## config.mk

```make
export PLATFORM = sky130hd
export DESIGN_NAME = enigma_core
export DESIGN_NICKNAME = d
export VERILOG_FILES = /design/src/rtl/enigma_pkg.sv /design/src/rtl/enigma_rotor_lut.sv /design/src/rtl/enigma_core.sv
export SDC_FILE = /design/constraint.sdc
export NUM_CORES = 1
export LEC_CHECK = 0
export ABC_AREA = 1
export CAP_MARGIN = 40
export CORE_MARGIN = 10
export CORE_UTILIZATION = 33
export CTS_CLUSTER_DIAMETER = 200
export DETAILED_ROUTE_END_ITERATION = 16
export PLACE_DENSITY_LB_ADDON = 0.2
export SLEW_MARGIN = 20
export SYNTH_ARGS = -nofsm -noshare
export SYNTH_HDL_FRONTEND = slang
export SYNTH_HIERARCHICAL = 1
export SYNTH_SLANG_ARGS = --single-unit
export TNS_END_PERCENT = 10
```

## constraint.sdc

```tcl
create_clock -name clk -period 7.15 [get_ports clk]
set_clock_uncertainty 0.05 [all_clocks]
set_input_delay 0.715 -clock clk [delete_from_list [all_inputs] [get_ports clk]]
set_output_delay 0.715 -clock clk [all_outputs]
set_load 0.01 [all_outputs]
```

## src/rtl/enigma_pkg.sv

```systemverilog
// Shared types and constants for the three-rotor Enigma I datapath:
// FSM state encoding, letter index type, notch positions and mod-26 helpers.
package enigma_pkg;

  localparam int MOD = 26;

  typedef logic [4:0] letter_t;

  typedef enum logic [3:0] {
    IDLE, STEP, F1, F2, F3, REFL, B1, B2, B3, HOLD
  } state_t;

  localparam letter_t NOTCH_I   = 5'd16;
  localparam letter_t NOTCH_II  = 5'd4;
  localparam letter_t NOTCH_III = 5'd21;

  // Rotor select value that routes the shared lookup to reflector B.
  localparam logic [1:0] SEL_REFL = 2'd3;

  function automatic letter_t notch_of(input int sel);
    case (sel)
      0:       return NOTCH_I;
      1:       return NOTCH_II;
      default: return NOTCH_III;
    endcase
  endfunction

  function automatic letter_t add26(input letter_t a, input letter_t b);
    logic [5:0] s;
    s = {1'b0, a} + {1'b0, b};
    if (s >= 6'(MOD)) s = s - 6'(MOD);
    return s[4:0];
  endfunction

  function automatic letter_t sub26(input letter_t a, input letter_t b);
    logic [5:0] s;
    s = {1'b0, a} + 6'(MOD) - {1'b0, b};
    if (s >= 6'(MOD)) s = s - 6'(MOD);
    return s[4:0];
  endfunction

  function automatic letter_t inc26(input letter_t a);
    return (a == letter_t'(MOD - 1)) ? '0 : a + 5'd1;
  endfunction

endpackage

```

## src/rtl/enigma_rotor_lut.sv

```systemverilog
// Combinational wiring lookup for rotors I/II/III (forward or inverse) and
// reflector B; position offsets are applied by the caller.
module rotor_lut
  import enigma_pkg::*;
(
  input  logic [1:0] i_sel,
  input  logic       i_inv,
  input  letter_t    i_idx,
  output letter_t    o_idx
);

  localparam logic [8*26-1:0] W_I    = "EKMFLGDQVZNTOWYHXUSPAIBRCJ";
  localparam logic [8*26-1:0] W_II   = "AJDKSIRUXBLHWTMCQGZNPYFVOE";
  localparam logic [8*26-1:0] W_III  = "BDFHJLCPRTXVZNYEIWGAKMUSQO";
  localparam logic [8*26-1:0] W_REFL = "YRUHQSLDPXNGOKMIEBFZCWVJAT";

  // First character of a string literal sits in the top byte.
  function automatic letter_t fwd(input logic [1:0] sel, input letter_t c);
    int         k;
    logic [7:0] ch;
    k = (c > letter_t'(MOD - 1)) ? 0 : (MOD - 1) - int'(c);
    case (sel)
      2'd0:    ch = W_I[8*k +: 8];
      2'd1:    ch = W_II[8*k +: 8];
      2'd2:    ch = W_III[8*k +: 8];
      default: ch = W_REFL[8*k +: 8];
    endcase
    return letter_t'(ch - 8'd65);
  endfunction

  always_comb begin
    o_idx = '0;
    if (!i_inv) begin
      o_idx = fwd(i_sel, i_idx);
    end else begin
      for (int k = 0; k < MOD; k++)
        if (fwd(i_sel, letter_t'(k)) == i_idx) o_idx = letter_t'(k);
    end
  end

endmodule

```

## src/rtl/enigma_core.sv

```systemverilog
// Sequential Enigma I encipherer: one rotor/reflector pass per cycle through a
// single shared lookup, lamp held until the key is released.
module enigma_core
  import enigma_pkg::*;
#(
  parameter int ROTOR_L = 0,
  parameter int ROTOR_M = 1,
  parameter int ROTOR_R = 2
) (
  input  logic        clk,
  input  logic        reset,
  input  logic [25:0] key_in,
  input  logic [2:0]  rot_inc,
  output logic [25:0] lamp,
  output logic [4:0]  state1,
  output logic [4:0]  state2,
  output logic [4:0]  state3,
  output logic        busy,
  output logic        done
);

  state_t      r_state, w_next;
  letter_t     r_idx, r_pos1, r_pos2, r_pos3;
  logic [25:0] r_lamp;
  logic        r_done;

  logic        w_valid, w_inv, w_r_notch, w_m_notch;
  letter_t     w_key_idx, w_pos, w_lut_in, w_lut_out, w_res;
  logic [1:0]  w_sel;

  assign w_valid = $onehot(key_in);

  always_comb begin
    w_key_idx = '0;
    for (int k = 0; k < MOD; k++)
      if (key_in[k]) w_key_idx = letter_t'(k);
  end

  assign w_r_notch = (r_pos1 == notch_of(ROTOR_R));
  assign w_m_notch = (r_pos2 == notch_of(ROTOR_M));

  // Route the shared lookup to the rotor and position of the current pass.
  always_comb begin
    w_sel = 2'(ROTOR_R);
    w_inv = 1'b0;
    w_pos = '0;
    case (r_state)
      F1:      begin w_sel = 2'(ROTOR_R); w_pos = r_pos1; end
      F2:      begin w_sel = 2'(ROTOR_M); w_pos = r_pos2; end
      F3:      begin w_sel = 2'(ROTOR_L); w_pos = r_pos3; end
      REFL:    begin w_sel = SEL_REFL; end
      B1:      begin w_sel = 2'(ROTOR_L); w_pos = r_pos3; w_inv = 1'b1; end
      B2:      begin w_sel = 2'(ROTOR_M); w_pos = r_pos2; w_inv = 1'b1; end
      B3:      begin w_sel = 2'(ROTOR_R); w_pos = r_pos1; w_inv = 1'b1; end
      default: ;
    endcase
  end

  assign w_lut_in = add26(r_idx, w_pos);
  assign w_res    = sub26(w_lut_out, w_pos);

  rotor_lut u_lut (
    .i_sel (w_sel),
    .i_inv (w_inv),
    .i_idx (w_lut_in),
    .o_idx (w_lut_out)
  );

  always_ff @(posedge clk) begin
    if (!reset) r_state <= IDLE;
    else        r_state <= w_next;
  end

  always_comb begin
    w_next = r_state;
    case (r_state)
      IDLE:    if (w_valid) w_next = STEP;
      STEP:    w_next = F1;
      F1:      w_next = F2;
      F2:      w_next = F3;
      F3:      w_next = REFL;
      REFL:    w_next = B1;
      B1:      w_next = B2;
      B2:      w_next = B3;
      B3:      w_next = HOLD;
      HOLD:    if (key_in == '0) w_next = IDLE;
      default: w_next = IDLE;
    endcase
  end

  always_comb begin
    busy = (r_state != IDLE);
  end

  always_ff @(posedge clk) begin
    if (!reset) begin
      r_pos1 <= '0;
      r_pos2 <= '0;
      r_pos3 <= '0;
      r_lamp <= '0;
      r_done <= 1'b0;
    end else begin
      r_done <= (r_state == B3);
      case (r_state)
        IDLE: if (!w_valid) begin
          if (rot_inc[0]) r_pos1 <= inc26(r_pos1);
          if (rot_inc[1]) r_pos2 <= inc26(r_pos2);
          if (rot_inc[2]) r_pos3 <= inc26(r_pos3);
        end
        // Notch decisions use pre-step positions, giving the middle double step.
        STEP: begin
          r_pos1 <= inc26(r_pos1);
          if (w_r_notch || w_m_notch) r_pos2 <= inc26(r_pos2);
          if (w_m_notch) r_pos3 <= inc26(r_pos3);
        end
        B3:   r_lamp <= 26'(1) << w_res;
        HOLD: if (key_in == '0) r_lamp <= '0;
        default: ;
      endcase
    end
  end

  always_ff @(posedge clk) begin
    if (r_state == IDLE && w_valid) r_idx <= w_key_idx;
    else if (r_state inside {F1, F2, F3, REFL, B1, B2}) r_idx <= w_res;
  end

  assign lamp   = r_lamp;
  assign done   = r_done;
  assign state1 = r_pos1;
  assign state2 = r_pos2;
  assign state3 = r_pos3;

endmodule

```

; Yosys cells after proc, flatten, opt, wreduce, memory -nomap -nowiden
; Index checks and enable logic that the tools add are counted.
[totals]
regBits = 51
latchBits = 0
ram_bits = 0
mem_bits_ro = 0
inputBits = 31
out_inout_bits = 43
elab_cells = 275
memories = 0
[classes]
addsub = 60
mul = 0
n_div = 0
magnitude_cmp = 3
n_eq_ne = 50
shift = 5
n_mux = 130
bitwise_logic = 0
reduce_logical = 20
[op_table]
columns = op, n
row1 = $shiftx A208 B32 Y5 const A, 4
row2 = $mux W5, 77
row3 = $pmux W5 S3, 21
row4 = $sub A5 B1 Y5 const B, 26
row5 = $eq A5 B5 Y1, 25
row6 = $pmux W26 S2, 1
row7 = $pmux W5 S2, 5
row8 = $mux W4, 10
row9 = $pmux W4 S10, 1
row10 = $mux W29, 1
row11 = $add A1 B1 Y2, 13
row12 = $logic_not A26 Y1, 1
row13 = $mux W26, 1
row14 = $shl A1 B5 Y26 const A, 1
row15 = $pmux W4 S3, 2
row16 = $eq A5 B5 Y1 const B, 4
row17 = $add A2 B2 Y3, 6
row18 = $eq A4 B3 Y1 const B, 4
row19 = $ne A2 B2 Y1 const B, 8
row20 = $add A5 B1 Y5 const B, 3
row21 = $add A3 B3 Y4, 3
row22 = $ge A6 B5 Y1 const B, 2
row23 = $mux W3, 4
row24 = $sub A5 B5 Y5 const B, 2
row25 = other kinds (31), 43

; Longest topological paths before layout
; Gate-level depths: netlist of the first run.
[logic_depth]
word_depth = 40
depth_mapped = 68
ltp_nobuf = 68

; Hierarchy
; Netlist of the first run, hierarchy kept.
[modules_own_cells]
columns = module, n_inst, cells_per_inst, area_per_inst_um2, seq_area_each_um2
row1 = enigma_core, 1, 547, 4046.4, 1071.0
row2 = rotor_lut, 1, 485, 2666.3, 0.0

; Worst setup path before layout of the first run
; OpenSTA, ideal clock, no wires.
[synth_path]
kind = reg-to-reg
start = register r_state[2]
end = register r_lamp[10] (netlist: lamp[10])
setup_time_ps = 70
t_arrival_ps = 7205
required_ps = 7030
path_slack_ps = -176
path_stages_with_launch = 49
n_path_buf = 1
period_less_slack_ps = 7326
cell_sequence = dfxtp_1 > nor2_2 > inv_2 > nor2_4 > inv_2 > nor2_4 > clkinv_8 > nand2_4 > nand2_1 > and3_1 > inv_1 > ha_1 > a21oi_1 > inv_1 > a31oi_1 > or2_4 > nand2_4 > a21oi_4 > (+13 left out) > o21ai_0 > inv_1 > ha_1 > inv_1 > ha_1 > fa_1 > xor2_1 > inv_2 > a21oi_1 > inv_1 > or2_1 > nand2_2 > nand2_2 > xor2_4 > inv_2 > nor3_4 > nand4_1 > a21oi_1
[synth_between]
word_cells_on_any_way = 169
classes_between = add/sub (32) / order compare (3) / eq/ne (36) / shift (5) / mux (85) / reduce/logical (8)
[synth_rtl]
columns = item, line
row1 = start: declaration, enigma_core.sv:22  ; state_t r_state, w_next;
row2 = start signal: assignment, enigma_core.sv:71  ; else r_state <= w_next;
row3 = "$eq A4 B4 Y1, or another cell as far along", enigma_core.sv:47  ; case (r_state)
row4 = $reduce_or A2 Y1 (no line), n/a
row5 = $pmux W5 S3 (*), enigma_core.sv:47
row6 = $add A5 B5 Y6 (*), enigma_pkg.sv:30  ; s = {1'b0, a} + {1'b0, b};
row7 = $sub A5 B5 Y5 / $ge A6 B5 Y1 (equally long branches), enigma_pkg.sv:31  ; if (s >= 6'(MOD)) s = s - 6'(MOD);
row8 = $mux W5 (*), enigma_pkg.sv:31
row9 = named net w_lut_in[2], enigma_core.sv:28  ; letter_t w_key_idx, w_pos, w_lut_in, w_lut_out, w_res;
row10 = $eq A5 B5 Y1, enigma_rotor_lut.sv:37  ; if (fwd(i_sel, letter_t'(k)) == i_idx) o_idx = letter_t'(k);
row11 = (+24 left out), n/a
row12 = $mux W5 (*), enigma_rotor_lut.sv:33  ; if (!i_inv) begin
row13 = named net w_lut_out[1], enigma_core.sv:28
row14 = $add A5 B5 Y6 (*), enigma_pkg.sv:37  ; s = {1'b0, a} + 6'(MOD) - {1'b0, b};
row15 = $sub A6 B5 Y6 (*), enigma_pkg.sv:37
row16 = $sub A5 B5 Y5 / $ge A6 B5 Y1 (equally long branches), enigma_pkg.sv:38  ; if (s >= 6'(MOD)) s = s - 6'(MOD);
row17 = $mux W5 (*), enigma_pkg.sv:38
row18 = $shl A1 B5 Y26 (*), enigma_core.sv:116  ; B3: r_lamp <= 26'(1) << w_res;
row19 = $pmux W26 S2 (*), enigma_core.sv:104  ; case (r_state)
row20 = end signal: assignment, enigma_core.sv:116
row21 = end: declaration, enigma_core.sv:24  ; logic [25:0] r_lamp;
; Mark *: on every way through the listed nets, which the timed path passes. The rest lies on a longest branch. The select of a mux whose other input is x is not followed.
; A chain may end at the register's enable or synchronous reset.

; Worst setup path in the final report of the first run
[layout_path]
start = register r_state[1]
end = register r_lamp[10] (netlist: lamp[10])
[layout_between]
word_cells_on_any_way = 169
classes_between = add/sub (32) / order compare (3) / eq/ne (36) / shift (5) / mux (85) / reduce/logical (8)
[layout_rtl]
columns = item, line
row1 = "$eq A4 B4 Y1, or another cell as far along", enigma_core.sv:47
row2 = $reduce_or A2 Y1 (no line), n/a
row3 = $pmux W5 S3 (*), enigma_core.sv:47
row4 = $add A5 B5 Y6 (*), enigma_pkg.sv:30
row5 = $sub A5 B5 Y5 / $ge A6 B5 Y1 (equally long branches), enigma_pkg.sv:31
row6 = $mux W5 (*), enigma_pkg.sv:31
row7 = named net w_lut_in[1], enigma_core.sv:28
row8 = branches (longest 19 deep; another with $sub A5 B5 Y6), n/a
row9 = $mux W5 (*), enigma_rotor_lut.sv:33
row10 = named net w_lut_out[3], enigma_core.sv:28
row11 = $add A5 B5 Y6 (*), enigma_pkg.sv:37
row12 = $sub A6 B5 Y6 (*), enigma_pkg.sv:37
row13 = $sub A5 B5 Y5 / $ge A6 B5 Y1 (equally long branches), enigma_pkg.sv:38
row14 = $mux W5 (*), enigma_pkg.sv:38
row15 = $shl A1 B5 Y26 (*), enigma_core.sv:116
row16 = $pmux W26 S2 (*), enigma_core.sv:104
; Mark *: on every way through the listed nets, which the timed path passes. The select of a mux whose other input is x is not followed.

==> results of run 1 <==
==> flip-flops by register name (all words and copies together), names as in the netlist <==
signal,flops
done,1
lamp,26
r_idx,5
r_state,4
state1,5
state2,5
state3,5
==> Yosys cell counts (all sizes together), types with 2 or more instances <==
cell / instances / share of area
xor2: 32 / 0.046
clkbuf: 11 / 0.0062
o211ai: 6 / 0.0067
nor4: 11 / 0.010
nor3b: 6 / 0.0067
o41ai: 3 / 0.0039
a31oi: 4 / 0.0037
nand3: 33 / 0.025
nor3: 37 / 0.038
o31ai: 4 / 0.0045
o32ai: 2 / 0.0037
nand4: 14 / 0.013
inv: 173 / 0.097
xnor2: 23 / 0.030
o22ai: 6 / 0.0065
nor2: 109 / 0.072
a211oi: 7 / 0.0078
ha: 48 / 0.089
a21oi: 72 / 0.059
clkinv: 3 / 0.0035
and3: 4 / 0.0037
o21ai: 57 / 0.046
or2: 6 / 0.0063
a22oi: 2 / 0.0022
dfxtp: 46 / 0.14
nand2: 247 / 0.14
edfxtp: 5 / 0.022
fa: 20 / 0.060
o221ai: 7 / 0.0091
buf: 23 / 0.024
==> path summary, 6_finish.rpt <==
kind / slack, ns / cells after the start / end / from
setup / recovery: -0.05 / 48 / lamp[10] / r_state[1]
hold / removal: 0.42 / 2 / lamp[24] / lamp[24]
setup reg to reg: -0.05 / 48 / lamp[10] / r_state[1]
hold reg to reg: 0.42 / 2 / lamp[24] / lamp[24]
==> cell families (layout without fill, tap and decap cells) <==
| group | Yosys count | count (layout) | share of synthesized area |
|---|---|---|---|
| AND/OR/NAND/NOR | 469 | 469 | 0.320 |
| buffers and inverters | 210 | 405 | 0.131 |
| AO/OA/AOI/OAI | 179 | 179 | 0.165 |
| adder cells (fa/ha/maj) | 68 | 68 | 0.149 |
| XOR/XNOR | 55 | 55 | 0.0757 |
| flip-flops | 51 | 51 | 0.160 |
==> area by class of cell <==
type,instances,area (sq um)
clock buffers,5,125
fillers,2016,10600
multi-input cells,771,5250
flip-flops and latches,51,1080
repair buffers,221,1960
clock inverters,3,42.5
well taps,270,338
inverters,176,676
==> what timing repair did <==
action | in CTS | in global routing
hold buffers | 0 | 0
pin swaps | 7 | 56
hold endpoints to repair | 0 | 0
resized for setup | 25 | 96
gates cloned | 0 | 2
setup buffers | 4 | 14
endpoints found under the setup margin | 28 | 30
==> metrics by stage <==
step	instances	cell area, sq um	setup WS [ns]	utilization
after floorplan	1032	6770	0.0156	-
after global placement	1468	8630	-0.205	0.429
after detailed placement	1469	8640	-0.209	0.430
after CTS	1481	8940	-0.00753	0.444
after global routing	1497	9460	-0.560	0.471
final	1497	9460	-0.0453	0.471
==> per-layer routing <==
metal  GRT usage  up-vias
met2       0.284      213
li1            -     3735
met5           0        -
met3      0.0162       35
met4      0.0451        0
met1       0.195     3407
==> critical path: cells and delay by family (launching register included) <==
family	cells	cell delay, ns
simple gates	23	2.68
compound gates	9	1.40
fa+ha+maj	3	0.95
xor+xnor	5	0.83
buf+inv	8	0.82
flops	1	0.39
==> results by group, run 1 <==
Synth
  • Gate Count Post-Synth: slightly above 1,000
  • Syn_area_per_cell: 6.50 sq um
  • Post-synth EDFFs: 5
  • Asr flop ratio synth: 0
  • Mapped Nets: 1,131
  • Post-Syn Area: around 6700 sq um
  • YS warnings: 6
  • Distinct cells, synth: 65
  • #FFs+latches synth: ~50
  • Synth Flop Type: dfxtp_1
  • Sequential share of the synthesized area: 0.160

STA
  • Hold slack: just over 0.4 ns
  • Final number of setup-violating endpoints: 7
  • RSZ-0062 raised after global routing: yes
  • Final Hold Vio Count: 0
  • Fin crit period: slightly above 7 ns
  • Rel. slew slack: 0.529
  • Crit share post-route: 1.01
  • Worst Tran Pin Value: about 0.70 ns
  • F_max: between 0.1 and 0.15 GHz
  • Setup TNS Final: -0.144 ns
  • Slew Viols, Final: 0
  • Setup ws final: -0.0453 ns

Global route
  • GRT Util Overall: 0.158
  • Global-route wire length before repair: roughly 35 mm
  • Total grt overflow: 0
  • Largest net degree at the start of global routing: 27
  • Initial antenna violation count: 0
  • Vias in the first global route: 7,084

Critical path
  • CP Data Arrival Time: about 7.4 ns
  • Critical path class: reg2reg
  • Cell mode on critical path: nand2_1
  • CP peak stage delay: around 0.4 ns
  • Worst path required time: about 7.3 ns
  • CP startpoint kind: flip-flop
  • CP max-delay cell: fa_1
  • Critical Path End Type: flip-flop
  • Crit-path max FO: 6

Routing
  • Metal-1 WL: approximately 9.4 mm
  • Drt total wl: 21.8 mm
  • Via count: 7,390
  • DR vias/cell: 4.94
  • 1st-pass router iterations: 7
  • Metal3 WL: ~960 microns
  • Starting DRT DRC Count: 458
  • Post-route ant nets: 0
  • DRC: 0
  • DR WL/cell: ~15 microns
  • Top layer in use: met4
  • WL met2: between 10 and 15 mm

Cells and area
  • # diodes: 0
  • Layout cell share with drive strength beyond 1: 0.242
  • Nets: 1,325
  • Most common cell after layout, fill and taps aside: nand2_1
  • Most frequent cells in the layout: nand2_1, inv_1, buf_4
  • Area Overhead vs Synth: 41.0%

Run
  • Number of max-cap violations: 0

Clock network
  • # clock sinks: 51
  • CTS clk-pin slew, worst paths: about 0.07 ns
  • H-Tree Depth: 2
  • Worst skew pair latency: 0.29 ns
  • CTS root buffer: clkbuf_16
  • Maximum root-to-sink buffer count: 2
  • Inserted Clock Buffers: 5
  • TritonCTS clock tree: built

Floorplan
  • Die ar.: about 26,000 sq um
  • Core Region: between 20,000 and 25,000 sq um
  • Starting Density: 0.334
  • Die width: about 160 microns
  • Site row count: 52
  • DIE HEIGHT: about 160 microns
  • Ports: between 70 and 80

Outcome
  • Failing checks: setup timing
  • Status: finished, violations left

Placed design
  • Detail Placement HPWL: roughly 17 mm
  • Port bufs: 73
  • GP Congestion: roughly 0.96

Min path
  • Worst hold-check path type: reg2reg
Power of run 1 is not shown: default switching activity piles up to over one toggle a cycle in this logic, so the estimate is an artifact.
==> run 2: changes to the inputs <==
==> constraint.sdc (replaced) <==
create_clock -name clk -period 8.9 [get_ports clk]
set_clock_uncertainty 0.05 [all_clocks]
set_input_delay 0.89 -clock clk [delete_from_list [all_inputs] [get_ports clk]]
set_output_delay 0.89 -clock clk [all_outputs]
set_load 0.01 [all_outputs]
==> results by group, run 2 (synthesis gave the netlist of run 1 again) <==
Clock network
  • CTS clk-pin slew, worst paths: 0.07 ns (about the same)
  • Worst skew pair latency: 0.29 ns (about the same)
  • Hold buffers post-CTS: 0 (unchanged)
  • Maximum root-to-sink buffer count: 2 (unchanged)
  • Resize count post-CTS: 0 (-100%)
  • CTS root buffer: clkbuf_16
  • Inserted Clock Buffers: 5 (unchanged)
  • H-Tree Depth: 2 (unchanged)
  • Post CTS Setup Buffer Count: 0 (-4)
  • # clock sinks: 51 (unchanged)
  • TritonCTS clock tree: built

Routing
  • Metal-1 WL: 8.42 mm (-11%)
  • Metal3 WL: 1.06 mm (+11%)
  • DR WL/cell: 14.8 microns (+1.4%)
  • Via count: 6,733 (-8.9%)
  • Top layer in use: met4
  • WL met2: 10.3 mm (-6.2%)
  • DR vias/cell: 4.94 (+0.14%)
  • Drt total wl: 20.2 mm (-7.7%)
  • Post-route ant nets: 0 (unchanged)
  • Starting DRT DRC Count: 490 (+7.0%)
  • DRC: 0 (unchanged)
  • 1st-pass router iterations: 5 (-2)

Min path
  • Worst hold-check path type: reg2reg

Cells and area
  • Nets: 1,190 (-10%)
  • Fin area: 7850 sq um (-17%)
  • Area Overhead vs Synth: 16.9%
  • Most common cell after layout, fill and taps aside: nand2_1
  • Max reg flops: 26 (unchanged)
  • Most frequent cells in the layout: nand2_1, inv_1, nor2_1
  • Layout cell share with drive strength beyond 1: 0.0760 (-0.166)
  • # diodes: 0 (unchanged)

Critical path
  • Critical path class: reg2reg
  • CP delay by family, top: simple AND/OR/NAND/NOR gates
  • Critical Path End Type: flip-flop
  • CP bufs+invs: 12 (+4)
  • CP peak stage delay: 0.41 ns (about the same)
  • Worst path required time: 9.08 ns (+1.76 ns)
  • CP max-delay cell: fa_1
  • Crit-path max FO: 20 (+14)
  • CP startpoint kind: flip-flop
  • CP Data Arrival Time: 8.32 ns (+0.95 ns)

Placed design
  • Post-placement cell area: 7690 sq um (-11%)
  • GP Congestion: 0.959 (-0.29%)
  • Detail Placement HPWL: 16.7 mm (-4.3%)
  • Port bufs: 73 (unchanged)
  • Pre-CTS setup slack: 0.824 ns (+1.03 ns)

Run
  • Number of max-cap violations: 0 (unchanged)

STA
  • Worst Tran Pin Value: 0.900 ns (+0.197 ns)
  • Fin crit period: 8.14 ns (+0.944 ns)
  • Crit share post-route: 0.915 (-0.0918)
  • Slew Viols, Final: 0 (unchanged)
  • Final number of setup-violating endpoints: 0 (-7)
  • RSZ-0062 raised after global routing: no
  • F_max: 0.123 GHz (-12%)
  • Final Hold Vio Count: 0 (unchanged)
  • Setup TNS Final: 0 ns (+0.144 ns)
  • Setup ws final: 0.761 ns (+0.806 ns)
  • Rel. slew slack: 0.392 (-0.136)

Floorplan
  • DIE HEIGHT: 163 microns (unchanged)
  • Ports: 74 (unchanged)
  • Site row count: 52 (unchanged)
  • Die ar.: 26,400 sq um (unchanged)
  • Starting Density: 0.334 (unchanged)
  • Core Region: 20,100 sq um (unchanged)
  • Die width: 163 microns (unchanged)

Global route
  • Vias in the first global route: 6,644 (-6.2%)
  • Largest net degree at the start of global routing: 27 (unchanged)
  • Initial antenna violation count: 0 (unchanged)
  • Global-route wire length before repair: 33.5 mm (-4.3%)
  • Total grt overflow: 0 (unchanged)
  • GRT Util Overall: 0.151 (-0.00722)

Outcome
  • Status: finished clean
run 2: changes by cell type in the layout (fill, tap and decap cells not counted), moves of 6 or more:
cell / delta
buf_4: -116
nor2_1: +11
o21ai_0: +8
nor2_2: -7
buf_6: -11
a21oi_1: +16
inv_1: +9
nand2_1: +8
inv_2: -9
a21oi_2: -11
ha_4: -6
ha_1: +9
run 2: path summary, 6_finish.rpt:
kind,from,endpoint,slack [ns],cells after the start
max reg2reg,r_state[1],lamp[12],0.76,48
min reg2reg,lamp[21],lamp[21],0.42,2
min,lamp[21],lamp[21],0.42,2
max,r_state[1],lamp[12],0.76,48
run 2: stage by stage:
stage               std cells   util  hold WS, ns
floorplan                1032      -        0.440
global placement         1353  0.382        0.410
detailed placement       1354  0.382        0.409
CTS                      1362  0.390        0.419
global route             1362  0.390        0.440
finish                   1362  0.390        0.415
run 2: worst reg2reg max path: cells and delay by family (launching register included):
| kind | cells | cell delay (ns) |
|---|---|---|
| adder cells (fa/ha/maj) | 5 | 1.40 |
| flip-flops | 1 | 0.35 |
| AO/OA/AOI/OAI | 12 | 2.22 |
| AND/OR/NAND/NOR | 17 | 2.45 |
| buffers and inverters | 12 | 1.17 |
| XOR/XNOR | 2 | 0.46 |
run 2: area by class of cell:
cell class              instances  area [sq um]
multi-input cells             771          4770
fillers                      2211         12300
flip-flops and latches         51          1070
inverters                     176           676
repair buffers                 86           836
clock buffers                   7           154
clock inverters                 1          6.26
well taps                     270           338
run 2: layer usage:
| metal | vias up | track usage |
|---|---|---|
| met3 | 28 | 0.0215 |
| li1 | 3450 | - |
| met2 | 205 | 0.274 |
| met4 | 0 | 0.0471 |
| met1 | 3050 | 0.179 |
| met5 | - | 0 |
Power of run 2 is left out for the same reason.
